===== src/rtl/fc_input_sequencer.sv =====
// fc_input_sequencer: buffers one activation vector and streams it into a
// fully-connected PE layer with aligned weight-ROM addresses, then signals
// completion once the PE pipeline has drained.
// Optional build macro: ZERO_SKIP_EN (zero elements keep their slot but issue no valid).
//
// state    | meaning
// ---------+-----------------------------------------------------------
// S_IDLE   | waiting for start; buffer writable
// S_STREAM | issuing addra = BASE_ADDR+idx, one element per cycle
// S_FLUSH  | down-counting ROM_LAT+PE_LAT cycles for valid tail + PE latency
// S_DONE   | one-cycle done pulse, busy low, buffer writable
module fc_input_sequencer #(
    parameter int WIDTH       = 24,
    parameter int FRAC        = 17,
    parameter int INPUT_NODES = 20,
    parameter int ROM_LAT     = 1,
    parameter int PE_LAT      = 2,
    parameter int BASE_ADDR   = 0
) (
    input  logic             clk,
    input  logic             reset,
    input  logic             in_we,
    input  logic [9:0]       in_waddr,
    input  logic [WIDTH-1:0] in_wdata,
    input  logic             start,
    output logic             busy,
    output logic             acc_clr,
    output logic [9:0]       addra,
    output logic             valid,
    output logic [WIDTH-1:0] input_fc,
    output logic             done
);

    localparam int IDX_W = (INPUT_NODES > 1) ? $clog2(INPUT_NODES) : 1;
    localparam int FL_W  = $clog2(ROM_LAT + PE_LAT + 1);
    localparam logic [9:0]       BASE       = 10'(BASE_ADDR);
    localparam logic [IDX_W-1:0] LAST_IDX   = IDX_W'(INPUT_NODES - 1);
    localparam logic [FL_W-1:0]  FLUSH_LOAD = FL_W'(ROM_LAT + PE_LAT - 1);

    // Reject parameter sets the address space or pipeline cannot support.
    if (INPUT_NODES < 1 || INPUT_NODES > 1024 - BASE_ADDR || ROM_LAT < 1 ||
        PE_LAT < 0 || FRAC >= WIDTH) begin : g_bad_params
        $error("fc_input_sequencer: illegal parameter combination");
    end

    typedef enum logic [1:0] {
        S_IDLE   = 2'd0,
        S_STREAM = 2'd1,
        S_FLUSH  = 2'd2,
        S_DONE   = 2'd3
    } state_t;

    state_t           state_q, state_d;
    logic [IDX_W-1:0] idx_q, idx_d;
    logic [9:0]       addra_q, addra_d;
    logic [FL_W-1:0]  flush_q, flush_d;

    logic [WIDTH-1:0] buf_q [INPUT_NODES];
    logic             buf_we;
    logic [IDX_W-1:0] wr_idx;
    logic [WIDTH-1:0] rd_data;
    logic             issue_vld;

    logic [WIDTH-1:0]   pipe_data_q [ROM_LAT];
    logic [WIDTH-1:0]   pipe_data_d [ROM_LAT];
    logic [ROM_LAT-1:0] pipe_vld_q, pipe_vld_d;

    assign busy     = (state_q == S_STREAM) || (state_q == S_FLUSH);
    assign done     = (state_q == S_DONE);
    assign acc_clr  = (state_q == S_STREAM) && (idx_q == '0);
    assign addra    = addra_q;
    assign valid    = pipe_vld_q[ROM_LAT-1];
    assign input_fc = pipe_data_q[ROM_LAT-1];

    // Buffer write qualification and element read for the current slot.
    always_comb begin
        buf_we  = in_we && !busy && (int'(in_waddr) < INPUT_NODES);
        wr_idx  = in_waddr[IDX_W-1:0];
        rd_data = buf_q[idx_q];
`ifdef ZERO_SKIP_EN
        issue_vld = (state_q == S_STREAM) && (rd_data != '0);
`else
        issue_vld = (state_q == S_STREAM);
`endif
    end

    // Activation buffer; contents deliberately survive reset.
    always_ff @(posedge clk) begin
        if (buf_we) begin
            buf_q[wr_idx] <= in_wdata;
        end
    end

    // Next-state logic for the pass sequencer.
    always_comb begin
        state_d = state_q;
        idx_d   = idx_q;
        addra_d = addra_q;
        flush_d = flush_q;
        case (state_q)
            S_IDLE: begin
                if (start) begin
                    state_d = S_STREAM;
                    idx_d   = '0;
                    addra_d = BASE;
                end
            end
            S_STREAM: begin
                if (idx_q == LAST_IDX) begin
                    state_d = S_FLUSH;
                    flush_d = FLUSH_LOAD;
                end else begin
                    idx_d   = idx_q + IDX_W'(1);
                    addra_d = BASE + 10'(idx_q) + 10'd1;
                end
            end
            S_FLUSH: begin
                if (flush_q == '0) begin
                    state_d = S_DONE;
                end else begin
                    flush_d = flush_q - FL_W'(1);
                end
            end
            S_DONE: begin
                state_d = S_IDLE;
            end
            default: begin
                state_d = S_IDLE;
            end
        endcase
    end

    // Sequencer registers; addra holds its last value between passes.
    always_ff @(posedge clk) begin
        if (reset) begin
            state_q <= S_IDLE;
            idx_q   <= '0;
            addra_q <= BASE;
            flush_q <= '0;
        end else begin
            state_q <= state_d;
            idx_q   <= idx_d;
            addra_q <= addra_d;
            flush_q <= flush_d;
        end
    end

    // Data/valid delay line matching the weight-ROM read latency; idle slots carry zero.
    always_comb begin
        pipe_vld_d = '0;
        for (int i = 0; i < ROM_LAT; i++) begin
            pipe_data_d[i] = '0;
        end
        pipe_vld_d[0]  = issue_vld;
        pipe_data_d[0] = issue_vld ? rd_data : '0;
        for (int i = 1; i < ROM_LAT; i++) begin
            pipe_vld_d[i]  = pipe_vld_q[i-1];
            pipe_data_d[i] = pipe_data_q[i-1];
        end
    end

    // Delay-line registers.
    always_ff @(posedge clk) begin
        if (reset) begin
            pipe_vld_q <= '0;
            for (int i = 0; i < ROM_LAT; i++) begin
                pipe_data_q[i] <= '0;
            end
        end else begin
            pipe_vld_q <= pipe_vld_d;
            for (int i = 0; i < ROM_LAT; i++) begin
                pipe_data_q[i] <= pipe_data_d[i];
            end
        end
    end

endmodule


===== config.mk =====
export PLATFORM = sky130hd
export DESIGN_NAME = fc_input_sequencer
export DESIGN_NICKNAME = d
export VERILOG_FILES = /design/src/rtl/fc_input_sequencer.sv
export SDC_FILE = /design/constraint.sdc
export NUM_CORES = 1
export LEC_CHECK = 0
export BUFFER_PORTS_ARGS = -buffer_cell sky130_fd_sc_hd__clkbuf_2
export CAP_MARGIN = 10
export CORE_ASPECT_RATIO = 0.8
export CORE_UTILIZATION = 61
export CTS_CLUSTER_DIAMETER = 60
export DETAILED_ROUTE_END_ITERATION = 16
export MAX_ROUTING_LAYER = met4
export PLACE_DENSITY = 0.85
export SLEW_MARGIN = 10
export SYNTH_ARGS = -nofsm -noshare
export SYNTH_HDL_FRONTEND = slang
export SYNTH_SLANG_ARGS = --single-unit
export TNS_END_PERCENT = 20

===== constraint.sdc =====
create_clock -name clk -period 3.9 [get_ports clk]
set_input_delay 0.585 -clock clk [delete_from_list [all_inputs] [get_ports clk]]
set_output_delay 0.585 -clock clk [all_outputs]
set_load 0.005 [all_outputs]

==> run_summary.xml, run 1 <==
<?xml version="1.0" encoding="UTF-8"?>
<metrics>
  <group name="critical_path">
    <metric name="worst_r2r_endpoint" unit="">buf_q[0][7]$_DFFE_PP_</metric>
    <metric name="crit_path_max_incr_delay" unit="ns">0.74</metric>
    <metric name="critical_path.max_fanout" unit="">24</metric>
    <metric name="worst_path_max_delay_cell" unit="">nor2_4</metric>
    <metric name="worst_ep_required_time" unit="ns">4.08</metric>
    <metric name="timing.critical_path.from" unit="">state_q[0]$_SDFFE_PP0P_</metric>
    <metric name="regToRegSetupSlack" unit="ns">0.90</metric>
    <metric name="crit-reg2reg-launch" unit="">state_q[0]$_SDFFE_PP0P_</metric>
    <metric name="path_class" unit="">reg -&gt; reg</metric>
    <metric name="critical_path.endpoint_type" unit="">flip-flop</metric>
    <metric name="logic_depth_of_the_worst_register_to_register_path" unit="">6</metric>
    <metric name="critical_path.startpoint_type" unit="">flip-flop</metric>
    <metric name="crit_path_cell_trace" unit="">inv_1, ha_1, nor2_1, and4_1, or3b_2, nor2_4</metric>
    <metric name="arrival" unit="ns">3.18</metric>
  </group>
  <group name="sta">
    <metric name="timing_max_transition_violations_final" unit="">0</metric>
    <metric name="hold_viol_final" unit="">0</metric>
    <metric name="fmaxAchievable" unit="MHz">334</metric>
    <metric name="post-route-period-util" unit="">0.769</metric>
    <metric name="layout_min_cycle_time" unit="ns">3.00</metric>
    <metric name="tightestPinTransition" unit="ns">0.900</metric>
    <metric name="setup_viol_count_final" unit="">0</metric>
    <metric name="final.setup.worst_slack" unit="ns">0.903</metric>
    <metric name="fin_setup_tns" unit="ns">0</metric>
    <metric name="skew" unit="ns">0.0262</metric>
    <metric name="relSlewSlack" unit="">0.399</metric>
    <metric name="rsz_0062_raised_after_global_routing" unit="">false</metric>
  </group>
  <group name="placement">
    <metric name="io_buffer_count" unit="">71</metric>
    <metric name="dp_cells" unit="">1403</metric>
    <metric name="detailedPlace.worstSlack" unit="ns">0.851</metric>
    <metric name="gp_congestion" unit="">0.844</metric>
    <metric name="dp_hpwl" unit="um">25800</metric>
  </group>
  <group name="job">
    <metric name="max_capacitance_violation_total" unit="">0</metric>
  </group>
  <group name="floorplanning">
    <metric name="horiz_die_dim" unit="um">204</metric>
    <metric name="design.core.area" unit="um2">31700</metric>
    <metric name="floorplan.rows" unit="">58</metric>
    <metric name="die_height" unit="um">163</metric>
    <metric name="dieArea" unit="um2">33200</metric>
    <metric name="initial_core_util" unit="">0.625</metric>
    <metric name="io-pin-count" unit="">76</metric>
  </group>
  <group name="synth">
    <metric name="postSynth.asyncResetShare" unit="">0</metric>
    <metric name="ys_dominant_reg_cell" unit="">edfxtp_1</metric>
    <metric name="synth-seq-area-share" unit="">0.768</metric>
    <metric name="mappedNetlistArea" unit="um2">19800</metric>
    <metric name="synth_cell_type_count" unit="">45</metric>
    <metric name="ys_ff_latch" unit="">520</metric>
    <metric name="synthesis.yosys.warnings" unit="">0</metric>
    <metric name="postSynthAreaPerCell" unit="um2">21.1</metric>
    <metric name="syn-instance-count" unit="">940</metric>
    <metric name="synth-edff-count" unit="">480</metric>
  </group>
  <group name="global_routing">
    <metric name="antenna_found_initial" unit="">1</metric>
    <metric name="grt.busiest_layer" unit="">met2</metric>
    <metric name="gr-usage-met3" unit="">0.0435</metric>
    <metric name="grtUsageMet1" unit="">0.383</metric>
    <metric name="track_usage" unit="">0.285</metric>
    <metric name="met2_usage" unit="">0.457</metric>
    <metric name="grt_start_max_net_pins" unit="">47</metric>
    <metric name="first_global_vias" unit="">9958</metric>
    <metric name="grt_pass1_wl" unit="um">64400</metric>
    <metric name="gr-total-overflow" unit="">0</metric>
  </group>
  <group name="cells_and_area">
    <metric name="instances_no_fill" unit="">1492</metric>
    <metric name="flow.area_growth_from_synthesis" unit="%">12.2</metric>
    <metric name="finalNetCount" unit="">1078</metric>
    <metric name="post_route_cells_drive_above_1_share" unit="">0.267</metric>
  </group>
  <group name="route">
    <metric name="detail_route.vias_per_cell" unit="">6.61</metric>
    <metric name="wl_cell" unit="um">29.7</metric>
    <metric name="drt_iter0_markers" unit="">1316</metric>
    <metric name="detail_route.drc_violations" unit="">0</metric>
    <metric name="drt-total-wl" unit="um">44300</metric>
    <metric name="remaining_antenna_violation_count_after_routing" unit="">0</metric>
    <metric name="via_count" unit="">9859</metric>
    <metric name="drt_pass1_iterations" unit="">5</metric>
  </group>
  <group name="status">
    <metric name="outcome" unit="">finished clean</metric>
  </group>
  <group name="power_and_ir_drop">
    <metric name="power_density" unit="nW/um2">539</metric>
    <metric name="totalPowerFinal" unit="uW">12000</metric>
    <metric name="highest_ir_drop_seen_on_vdd" unit="mV">0.352</metric>
    <metric name="power.static_leakage" unit="uW">0.00707</metric>
  </group>
  <group name="clock_tree">
    <metric name="tritoncts" unit="">built</metric>
    <metric name="clk_transition_reported_paths" unit="ns">0.06</metric>
    <metric name="clk_path_buf_depth" unit="">3</metric>
    <metric name="htree_num_levels" unit="">2</metric>
    <metric name="cts_inserted_buffers" unit="">47</metric>
    <metric name="clock_tree.root_cell" unit="">clkbuf_16</metric>
    <metric name="worst_skew_pair.late_latency" unit="ns">0.57</metric>
    <metric name="cts_hold_repair.buffers" unit="">0</metric>
    <metric name="cts_sinks" unit="">520</metric>
    <metric name="ctsResizeCount" unit="">0</metric>
    <metric name="cts_post_setup_buffers_inserted" unit="">0</metric>
  </group>
  <group name="worst_hold_path">
    <metric name="worst_hold_path.num_cells" unit="">2</metric>
    <metric name="timing.hold.worst_endpoint" unit="">flush_q[0]$_SDFFE_PP0P_</metric>
    <metric name="holdCritPathClass" unit="">in -&gt; reg</metric>
    <metric name="hold_path.startpoint" unit="">reset</metric>
  </group>
</metrics>
-- how the worst max path moves through the flow --
| stage | endpoint | slack (ns) | depth (start not counted) |
|---|---|---|---|
| 5_1_grt | buf_q[0][7]$_DFFE_PP_ | 0.84 | 6 |
| 6_report | buf_q[0][7]$_DFFE_PP_ | 0.90 | 6 |
| 3_3_place_gp | buf_q[0][2]$_DFFE_PP_ | 0.91 | 5 |
| 4_1_cts | buf_q[0][7]$_DFFE_PP_ | 0.91 | 6 |
| 3_5_place_dp | buf_q[0][2]$_DFFE_PP_ | 0.85 | 5 |
| 2_1_floorplan | buf_q[0][0]$_DFFE_PP_ | 0.85 | 6 |
-- cells by family after synthesis --
| group | after synthesis | synth area share |
|---|---|---|
| AO/OA/AOI/OAI | 90 | 0.0311 |
| other | 1 | 0.000189 |
| XOR/XNOR | 1 | 0.000442 |
| adder cells (fa/ha/maj) | 8 | 0.00505 |
| flip-flops | 520 | 0.768 |
| multiplexers | 171 | 0.153 |
| AND/OR/NAND/NOR | 89 | 0.0225 |
| buffers and inverters | 60 | 0.0194 |
-- per-stage QoR --
stage               utilization  hold WS [ns]  instance area (um2)
detailed placement        0.652         0.490                20700
global placement          0.652         0.462                20700
finish                    0.701         0.341                22200
floorplan                     -         0.466                19800
CTS                       0.701         0.320                22200
global route              0.701         0.351                22200
-- state kept, by name, indices dropped and copies added, names as in the netlist, named ones only --
signal / flops
state_q: 2
flush_q: 2
buf_q: 480
valid: 1
idx_q: 4
pipe_data_q: 24
addra: 2
-- final cells by class --
cell class | instances | area, um2
flip-flops and latches | 520 | 15200
fillers | 1810 | 9470
multi-input cells | 363 | 4360
clock buffers | 76 | 1420
repair buffers | 93 | 533
well taps | 420 | 526
clock inverters | 12 | 153
inverters | 7 | 26.3
diodes | 1 | 2.50
-- critical path, delay by kind of cell, from the launching register on --
family	cells	cell delay, ns
DFF	1	0.38
buffers and inverters	1	0.10
adders and majority gates	1	0.34
and+or+nand+nor	4	1.78
-- placed cells by master (no fill, tap or decap), drive strengths merged, types with 6 or more instances in the layout --
cell type	count
inv	9
buf	22
mux2	24
a22oi	24
mux2i	51
o21ai	30
nor2	27
dfxtp	40
mux4	96
nand2	28
clkbuf	147
a221oi	26
ha	8
edfxtp	480
a21oi	6
clkinv	7
-- power breakdown --
part / switching, uW / total (uW) / internal [uW] / leakage (uW)
registers: 92.7 / 6250 / 6150 / 0.00464
logic: 629 / 1090 / 461 / 0.00166
clock network: 1970 / 4660 / 2690 / 0.000770
total: 2690 / 12000 / 9310 / 0.00707
-- per-layer routing --
layer | vias to the layer above | wire, um
li1 | 4088 | -
met1 | 5069 | 16800
met2 | 618 | 22200
met3 | 84 | 4140
met4 | 0 | 1160
met5 | - | 0
-- cell usage after synthesis (all sizes together), types with 2 or more instances --
| cell | count | area [um2] |
|---|---|---|
| nand4 | 3 | 18.8 |
| and2 | 4 | 25.0 |
| edfxtp | 480 | 14400 |
| nor3b | 2 | 20.0 |
| nor2b | 4 | 25.0 |
| clkbuf | 21 | 82.6 |
| mux4 | 96 | 2260 |
| o21ai | 30 | 150 |
| buf | 28 | 233 |
| or3b | 3 | 26.3 |
| a22oi | 24 | 180 |
| nand2 | 28 | 105 |
| mux2i | 51 | 510 |
| mux2 | 24 | 270 |
| nand2b | 2 | 12.5 |
| nand4bb | 2 | 22.5 |
| dlymetal6s2s | 2 | 25.0 |
| a221oi | 26 | 228 |
| nor4 | 3 | 18.8 |
| nor2 | 27 | 101 |
| nand3b | 3 | 22.5 |
| inv | 7 | 26.3 |
| nand3 | 3 | 15.0 |
| ha | 8 | 100 |
| a21oi | 6 | 30.0 |
| dfxtp | 40 | 801 |
(Power assumes the default switching activity.)
==> run 2: changes to the inputs <==
clock period = 3.1 ns   (was 3.9 ns; I/O delays follow)
==> run_summary.xml, run 2 (synthesis results as in run 1) <==
<?xml version="1.0" encoding="UTF-8"?>
<metrics>
  <group name="status">
    <metric name="outcome" unit="">finished clean</metric>
  </group>
  <group name="clock_tree">
    <metric name="worst_skew_pair.late_latency" unit="ns">0.58</metric>
    <metric name="clk_transition_reported_paths" unit="ns">0.06</metric>
    <metric name="clock_tree.root_cell" unit="">clkbuf_16</metric>
    <metric name="clk_path_buf_depth" unit="">3</metric>
    <metric name="cts_inserted_buffers" unit="">47</metric>
    <metric name="tritoncts" unit="">built</metric>
    <metric name="ctsResizeCount" unit="">0</metric>
    <metric name="htree_num_levels" unit="">2</metric>
    <metric name="cts_hold_repair.buffers" unit="">0</metric>
    <metric name="cts_sinks" unit="">520</metric>
    <metric name="cts_post_setup_buffers_inserted" unit="">0</metric>
  </group>
  <group name="cells_and_area">
    <metric name="final.fill_count" unit="">1739</metric>
    <metric name="layout_top_registers" unit="">buf_q (480), pipe_data_q (24), idx_q (4)</metric>
    <metric name="post_route_cells_drive_above_1_share" unit="">0.288</metric>
    <metric name="most-common-layout-cells" unit="">480 x edfxtp_1, 71 x clkbuf_2, 70 x mux4_2, 51 x mux2i_1, 50 x clkbuf_16</metric>
    <metric name="top_register" unit="">buf_q</metric>
    <metric name="flow.area_growth_from_synthesis" unit="%">13.9</metric>
    <metric name="final_cell_area" unit="um2">22600</metric>
    <metric name="finalNetCount" unit="">1104</metric>
    <metric name="largest_register_ffs" unit="">480</metric>
    <metric name="most_common_cell_after_layout_fill_and_taps_aside" unit="">edfxtp_1</metric>
  </group>
  <group name="route">
    <metric name="drt_pass1_iterations" unit="">6</metric>
    <metric name="detail_route.drc_violations" unit="">0</metric>
    <metric name="via_count" unit="">10027</metric>
    <metric name="drt_iter0_markers" unit="">1286</metric>
    <metric name="detail_route.vias_per_cell" unit="">6.60</metric>
    <metric name="drt-total-wl" unit="um">45800</metric>
    <metric name="remaining_antenna_violation_count_after_routing" unit="">0</metric>
    <metric name="wl_cell" unit="um">30.1</metric>
  </group>
  <group name="critical_path">
    <metric name="critical_path.startpoint_type" unit="">flip-flop</metric>
    <metric name="crit_path_max_incr_delay" unit="ns">0.49</metric>
    <metric name="crit_buf_inv" unit="">2</metric>
    <metric name="critical_path.max_fanout" unit="">10</metric>
    <metric name="worst_path_max_delay_cell" unit="">nor2_4</metric>
    <metric name="critical_path.endpoint_type" unit="">flip-flop</metric>
    <metric name="arrival" unit="ns">3.04</metric>
    <metric name="worst_ep_required_time" unit="ns">3.35</metric>
    <metric name="path_class" unit="">reg -&gt; reg</metric>
    <metric name="crit_path_cell_trace" unit="">inv_1, ha_1, nor2_1, and4_1, nand3b_1, nor2_4, buf_4</metric>
    <metric name="critical_path.top_delay_family" unit="">simple AND/OR/NAND/NOR gates</metric>
  </group>
  <group name="sta">
    <metric name="relSlewSlack" unit="">0.526</metric>
    <metric name="timing_max_transition_violations_final" unit="">0</metric>
    <metric name="layout_min_cycle_time" unit="ns">2.78</metric>
    <metric name="hold_viol_final" unit="">0</metric>
    <metric name="hold_ws" unit="ns">0.224</metric>
    <metric name="final.setup.worst_slack" unit="ns">0.316</metric>
    <metric name="rsz_0062_raised_after_global_routing" unit="">false</metric>
    <metric name="fmaxAchievable" unit="MHz">359</metric>
    <metric name="post-route-period-util" unit="">0.898</metric>
    <metric name="fin_setup_tns" unit="ns">0</metric>
    <metric name="tightestPinTransition" unit="ns">0.711</metric>
    <metric name="setup_viol_count_final" unit="">0</metric>
    <metric name="skew" unit="ns">0.0357</metric>
  </group>
  <group name="floorplanning">
    <metric name="horiz_die_dim" unit="um">204</metric>
    <metric name="initial_core_util" unit="">0.625</metric>
    <metric name="io-pin-count" unit="">76</metric>
    <metric name="design.core.area" unit="um2">31700</metric>
    <metric name="die_height" unit="um">163</metric>
    <metric name="dieArea" unit="um2">33200</metric>
    <metric name="floorplan.rows" unit="">58</metric>
  </group>
  <group name="global_routing">
    <metric name="first_global_vias" unit="">10017</metric>
    <metric name="gr-total-overflow" unit="">0</metric>
    <metric name="antenna_found_initial" unit="">3</metric>
    <metric name="grt_start_max_net_pins" unit="">49</metric>
    <metric name="track_usage" unit="">0.294</metric>
    <metric name="grt_pass1_wl" unit="um">66400</metric>
  </group>
  <group name="job">
    <metric name="max_capacitance_violation_total" unit="">0</metric>
  </group>
  <group name="power_and_ir_drop">
    <metric name="internal_power" unit="uW">11900</metric>
    <metric name="clock_power_share" unit="">0.395</metric>
    <metric name="p_switching" unit="uW">3440</metric>
    <metric name="power_frac_seq" unit="">0.511</metric>
    <metric name="power_density" unit="nW/um2">679</metric>
    <metric name="combPwrFrac" unit="">0.094</metric>
    <metric name="highest_ir_drop_seen_on_vdd" unit="mV">0.462</metric>
    <metric name="power.static_leakage" unit="uW">0.00726</metric>
    <metric name="sw_frac_of_total" unit="">0.225</metric>
    <metric name="totalPowerFinal" unit="uW">15300</metric>
  </group>
  <group name="placement">
    <metric name="io_buffer_count" unit="">71</metric>
    <metric name="place_area" unit="um2">20900</metric>
    <metric name="dp_hpwl" unit="um">27200</metric>
    <metric name="gp_congestion" unit="">0.888</metric>
    <metric name="detailedPlace.worstSlack" unit="ns">0.389</metric>
  </group>
  <group name="worst_hold_path">
    <metric name="holdCritPathClass" unit="">in -&gt; reg</metric>
  </group>
</metrics>
-- run 2: routing by layer --
metal | up-vias | track usage | wire, um
li1 | 4136 | - | -
met1 | 5158 | 0.400 | 17300
met2 | 637 | 0.434 | 21400
met3 | 96 | 0.0762 | 5420
met4 | 0 | 0.111 | 1640
met5 | - | - | 0
-- run 2: area by class of cell --
| class | count | area [um2] | share of cell area |
|---|---|---|---|
| Clock inverter | 16 | 198 | 0.00876 |
| Antenna cell | 3 | 7.51 | 0.000333 |
| Inverter | 7 | 26.3 | 0.00116 |
| Clock buffer | 72 | 1430 | 0.0633 |
| Timing Repair Buffer | 119 | 791 | 0.0350 |
| Sequential cell | 520 | 15200 | 0.675 |
| Tap cell | 420 | 526 | 0.0233 |
| Multi-Input combinational cell | 363 | 4360 | 0.193 |
-- run 2: stage by stage --
stage | utilization | std cells
6_report | 0.711 | 1520
5_1_grt | 0.711 | 1520
4_1_cts | 0.711 | 1517
3_5_place_dp | 0.660 | 1429
3_3_place_gp | 0.660 | 1429
2_1_floorplan | - | 943
-- run 2: path summary, 6_finish.rpt --
| path | start | end | slack [ns] | depth (start not counted) |
|---|---|---|---|---|
| worst max-delay path | state_q[0]$_SDFFE_PP0P_ | buf_q[1][0]$_DFFE_PP_ | 0.32 | 7 |
| worst min-delay path | reset | addra[5]$_SDFFE_PP0N_ | 0.22 | 2 |
| worst min register to register | addra[5]$_SDFFE_PP0N_ | addra[5]$_SDFFE_PP0N_ | 0.48 | 2 |
| worst max register to register | state_q[0]$_SDFFE_PP0P_ | buf_q[1][0]$_DFFE_PP_ | 0.32 | 7 |
-- run 2: power groups by stage --
stage	clock [uW]	combinational (uW)	sequential, uW
CTS	6060	1430	7820
global route	6340	1530	7830
floorplan	0	945	7930
detailed placement	0	1390	7970
global placement	0	1370	7970
finish	6040	1440	7830
==> run 3: changes to the inputs <==
BUFFER_PORTS_ARGS = default   (was -buffer_cell sky130_fd_sc_hd__clkbuf_2)
CORE_UTILIZATION = 63   (was 61)
DONT_BUFFER_PORTS = 1   (was default)
==> run_summary.xml, run 3 (synthesis results as in run 1) <==
<?xml version="1.0" encoding="UTF-8"?>
<metrics>
  <group name="global_routing">
    <metric name="track_usage" unit="">0.328</metric>
    <metric name="first_global_vias" unit="">10017</metric>
    <metric name="antenna_found_initial" unit="">7</metric>
    <metric name="gr-total-overflow" unit="">0</metric>
    <metric name="grt_start_max_net_pins" unit="">52</metric>
    <metric name="grt_pass1_wl" unit="um">71200</metric>
  </group>
  <group name="power_and_ir_drop">
    <metric name="sw_frac_of_total" unit="">0.229</metric>
    <metric name="power.static_leakage" unit="uW">0.00699</metric>
    <metric name="combPwrFrac" unit="">0.097</metric>
    <metric name="power_frac_seq" unit="">0.521</metric>
    <metric name="power_density" unit="nW/um2">667</metric>
    <metric name="internal_power" unit="uW">11600</metric>
    <metric name="clock_power_share" unit="">0.382</metric>
    <metric name="p_switching" unit="uW">3430</metric>
    <metric name="highest_ir_drop_seen_on_vdd" unit="mV">0.556</metric>
  </group>
  <group name="worst_hold_path">
    <metric name="hold_path.startpoint" unit="">reset</metric>
    <metric name="worst_hold_path.num_cells" unit="">2</metric>
    <metric name="timing.hold.worst_endpoint" unit="">addra[4]$_SDFFE_PP0N_</metric>
    <metric name="holdCritPathClass" unit="">in -&gt; reg</metric>
  </group>
  <group name="critical_path">
    <metric name="logic_depth_of_the_worst_register_to_register_path" unit="">7</metric>
    <metric name="path_class" unit="">reg -&gt; reg</metric>
    <metric name="critical_path.max_fanout" unit="">24</metric>
    <metric name="critical_path.endpoint_type" unit="">flip-flop</metric>
    <metric name="regToRegSetupSlack" unit="ns">0.25</metric>
    <metric name="worst_ep_required_time" unit="ns">3.32</metric>
    <metric name="crit-reg2reg-launch" unit="">state_q[0]$_SDFFE_PP0P_</metric>
    <metric name="critical_path.startpoint_type" unit="">flip-flop</metric>
    <metric name="arrival" unit="ns">3.06</metric>
    <metric name="worst_r2r_endpoint" unit="">buf_q[14][12]$_DFFE_PP_</metric>
    <metric name="timing.critical_path.from" unit="">state_q[0]$_SDFFE_PP0P_</metric>
  </group>
  <group name="floorplanning">
    <metric name="design.core.area" unit="um2">30700</metric>
    <metric name="die_height" unit="um">161</metric>
    <metric name="floorplan.rows" unit="">57</metric>
    <metric name="initial_core_util" unit="">0.646</metric>
    <metric name="horiz_die_dim" unit="um">200</metric>
    <metric name="io-pin-count" unit="">76</metric>
    <metric name="dieArea" unit="um2">32200</metric>
  </group>
  <group name="cells_and_area">
    <metric name="post-route-util" unit="">0.732</metric>
    <metric name="post_route_cells_drive_above_1_share" unit="">0.216</metric>
    <metric name="most-common-layout-cells" unit="">480 x edfxtp_1, 70 x mux4_2, 51 x mux2i_1, 49 x clkbuf_16, 37 x dfxtp_1</metric>
    <metric name="largest_register_ffs" unit="">480</metric>
    <metric name="instances_no_fill" unit="">1467</metric>
    <metric name="top_register" unit="">buf_q</metric>
    <metric name="flow.area_growth_from_synthesis" unit="%">13.3</metric>
    <metric name="layout_top_registers" unit="">buf_q (480), pipe_data_q (24), idx_q (4)</metric>
    <metric name="most_common_cell_after_layout_fill_and_taps_aside" unit="">edfxtp_1</metric>
    <metric name="finalNetCount" unit="">1059</metric>
  </group>
  <group name="sta">
    <metric name="setup_viol_count_final" unit="">0</metric>
    <metric name="skew" unit="ns">0.0163</metric>
    <metric name="fin_setup_tns" unit="ns">0</metric>
    <metric name="rsz_0062_raised_after_global_routing" unit="">false</metric>
    <metric name="relSlewSlack" unit="">0.205</metric>
    <metric name="timing_max_transition_violations_final" unit="">0</metric>
    <metric name="hold_viol_final" unit="">0</metric>
    <metric name="final.setup.worst_slack" unit="ns">0.251</metric>
    <metric name="fmaxAchievable" unit="MHz">351</metric>
    <metric name="layout_min_cycle_time" unit="ns">2.85</metric>
    <metric name="hold_ws" unit="ns">0.161</metric>
    <metric name="post-route-period-util" unit="">0.919</metric>
    <metric name="tightestPinTransition" unit="ns">1.19</metric>
  </group>
  <group name="route">
    <metric name="via_count" unit="">10171</metric>
    <metric name="remaining_antenna_violation_count_after_routing" unit="">0</metric>
    <metric name="drt-total-wl" unit="um">49400</metric>
    <metric name="wl_cell" unit="um">33.7</metric>
    <metric name="drt_pass1_iterations" unit="">5</metric>
    <metric name="detail_route.drc_violations" unit="">0</metric>
    <metric name="detail_route.vias_per_cell" unit="">6.93</metric>
    <metric name="drt_iter0_markers" unit="">1643</metric>
  </group>
  <group name="placement">
    <metric name="io_buffer_count" unit="">0</metric>
    <metric name="gp_congestion" unit="">0.852</metric>
    <metric name="dp_hpwl" unit="um">27400</metric>
    <metric name="detailedPlace.worstSlack" unit="ns">0.339</metric>
    <metric name="dp_cells" unit="">1343</metric>
  </group>
  <group name="clock_tree">
    <metric name="worst_skew_pair.late_latency" unit="ns">0.57</metric>
    <metric name="cts_inserted_buffers" unit="">46</metric>
    <metric name="cts_post_setup_buffers_inserted" unit="">0</metric>
    <metric name="cts_sinks" unit="">520</metric>
    <metric name="clock_tree.root_cell" unit="">clkbuf_16</metric>
    <metric name="tritoncts" unit="">built</metric>
    <metric name="htree_num_levels" unit="">2</metric>
    <metric name="ctsResizeCount" unit="">0</metric>
    <metric name="clk_transition_reported_paths" unit="ns">0.07</metric>
    <metric name="clk_path_buf_depth" unit="">3</metric>
  </group>
  <group name="job">
    <metric name="max_capacitance_violation_total" unit="">0</metric>
  </group>
  <group name="status">
    <metric name="outcome" unit="">finished clean</metric>
  </group>
</metrics>
[run 3: cell types whose count changed in the layout (fill, tap and decap cells not counted), moves of 2 or more]
cell	delta
clkinv_2	-4
clkinv_1	+5
clkbuf_8	-2
clkinvlp_4	+2
bufinv_16	-2
clkbuf_2	-71
clkbuf_1	+3
buf_4	-14
dlygate4sd3_1	+35
buf_12	+6
[run 3: repair_timing]
item	4_1_cts	5_1_grt
setup endpoints to repair	0	0
hold endpoints to repair	465	0
hold buffers	35	0
[run 3: routing by layer]
metal	global-route usage	up-vias	part of all wire
met5	-	-	0
met3	0.0753	91	0.14
met4	0.0777	0	0.024
met2	0.489	794	0.47
li1	-	4060	-
met1	0.468	5226	0.37
[run 3: worst max-delay path by stage]
stage / to / slack, ns / depth (start not counted)
6_report: buf_q[14][12]$_DFFE_PP_ / 0.25 / 7
5_1_grt: buf_q[14][8]$_DFFE_PP_ / 0.15 / 7
4_1_cts: buf_q[14][8]$_DFFE_PP_ / 0.30 / 7
3_5_place_dp: buf_q[14][15]$_DFFE_PP_ / 0.34 / 7
3_3_place_gp: buf_q[16][7]$_DFFE_PP_ / 0.40 / 7
2_1_floorplan: buf_q[0][0]$_DFFE_PP_ / 0.05 / 6
[run 3: cell type report]
| class | count | area [um2] |
|---|---|---|
| sequential | 520 | 15200 |
| timing repair buffer | 75 | 801 |
| clock buffer | 71 | 1380 |
| tap | 413 | 517 |
| multi-input combinational | 363 | 4370 |
| antenna | 3 | 7.51 |
| clock inverter | 15 | 129 |
| inverter | 7 | 26.3 |
| fill | 1645 | 8220 |
[run 3: critical path: stages (launching register included)]
cell and delay, ns:
dfxtp_1 0.38, inv_1 0.10, ha_1 0.36, nor2_1 0.15, and4_1 0.41, nand3b_1 0.48
nor2_4 0.23, buf_4 0.36
[run 3: stage by stage]
step,total power [uW],cell area (um2)
after floorplan,8880,19800
after global placement,9170,20600
after detailed placement,9200,20600
after CTS,15000,22400
after global routing,15300,22400
final,15000,22500
[run 3: power by group through the flow]
stage	combinational, uW	sequential (uW)	clock [uW]
6_report	1450	7810	5720
5_1_grt	1520	7820	5990
4_1_cts	1440	7820	5730
3_5_place_dp	1230	7960	0
3_3_place_gp	1210	7960	0
2_1_floorplan	945	7930	0
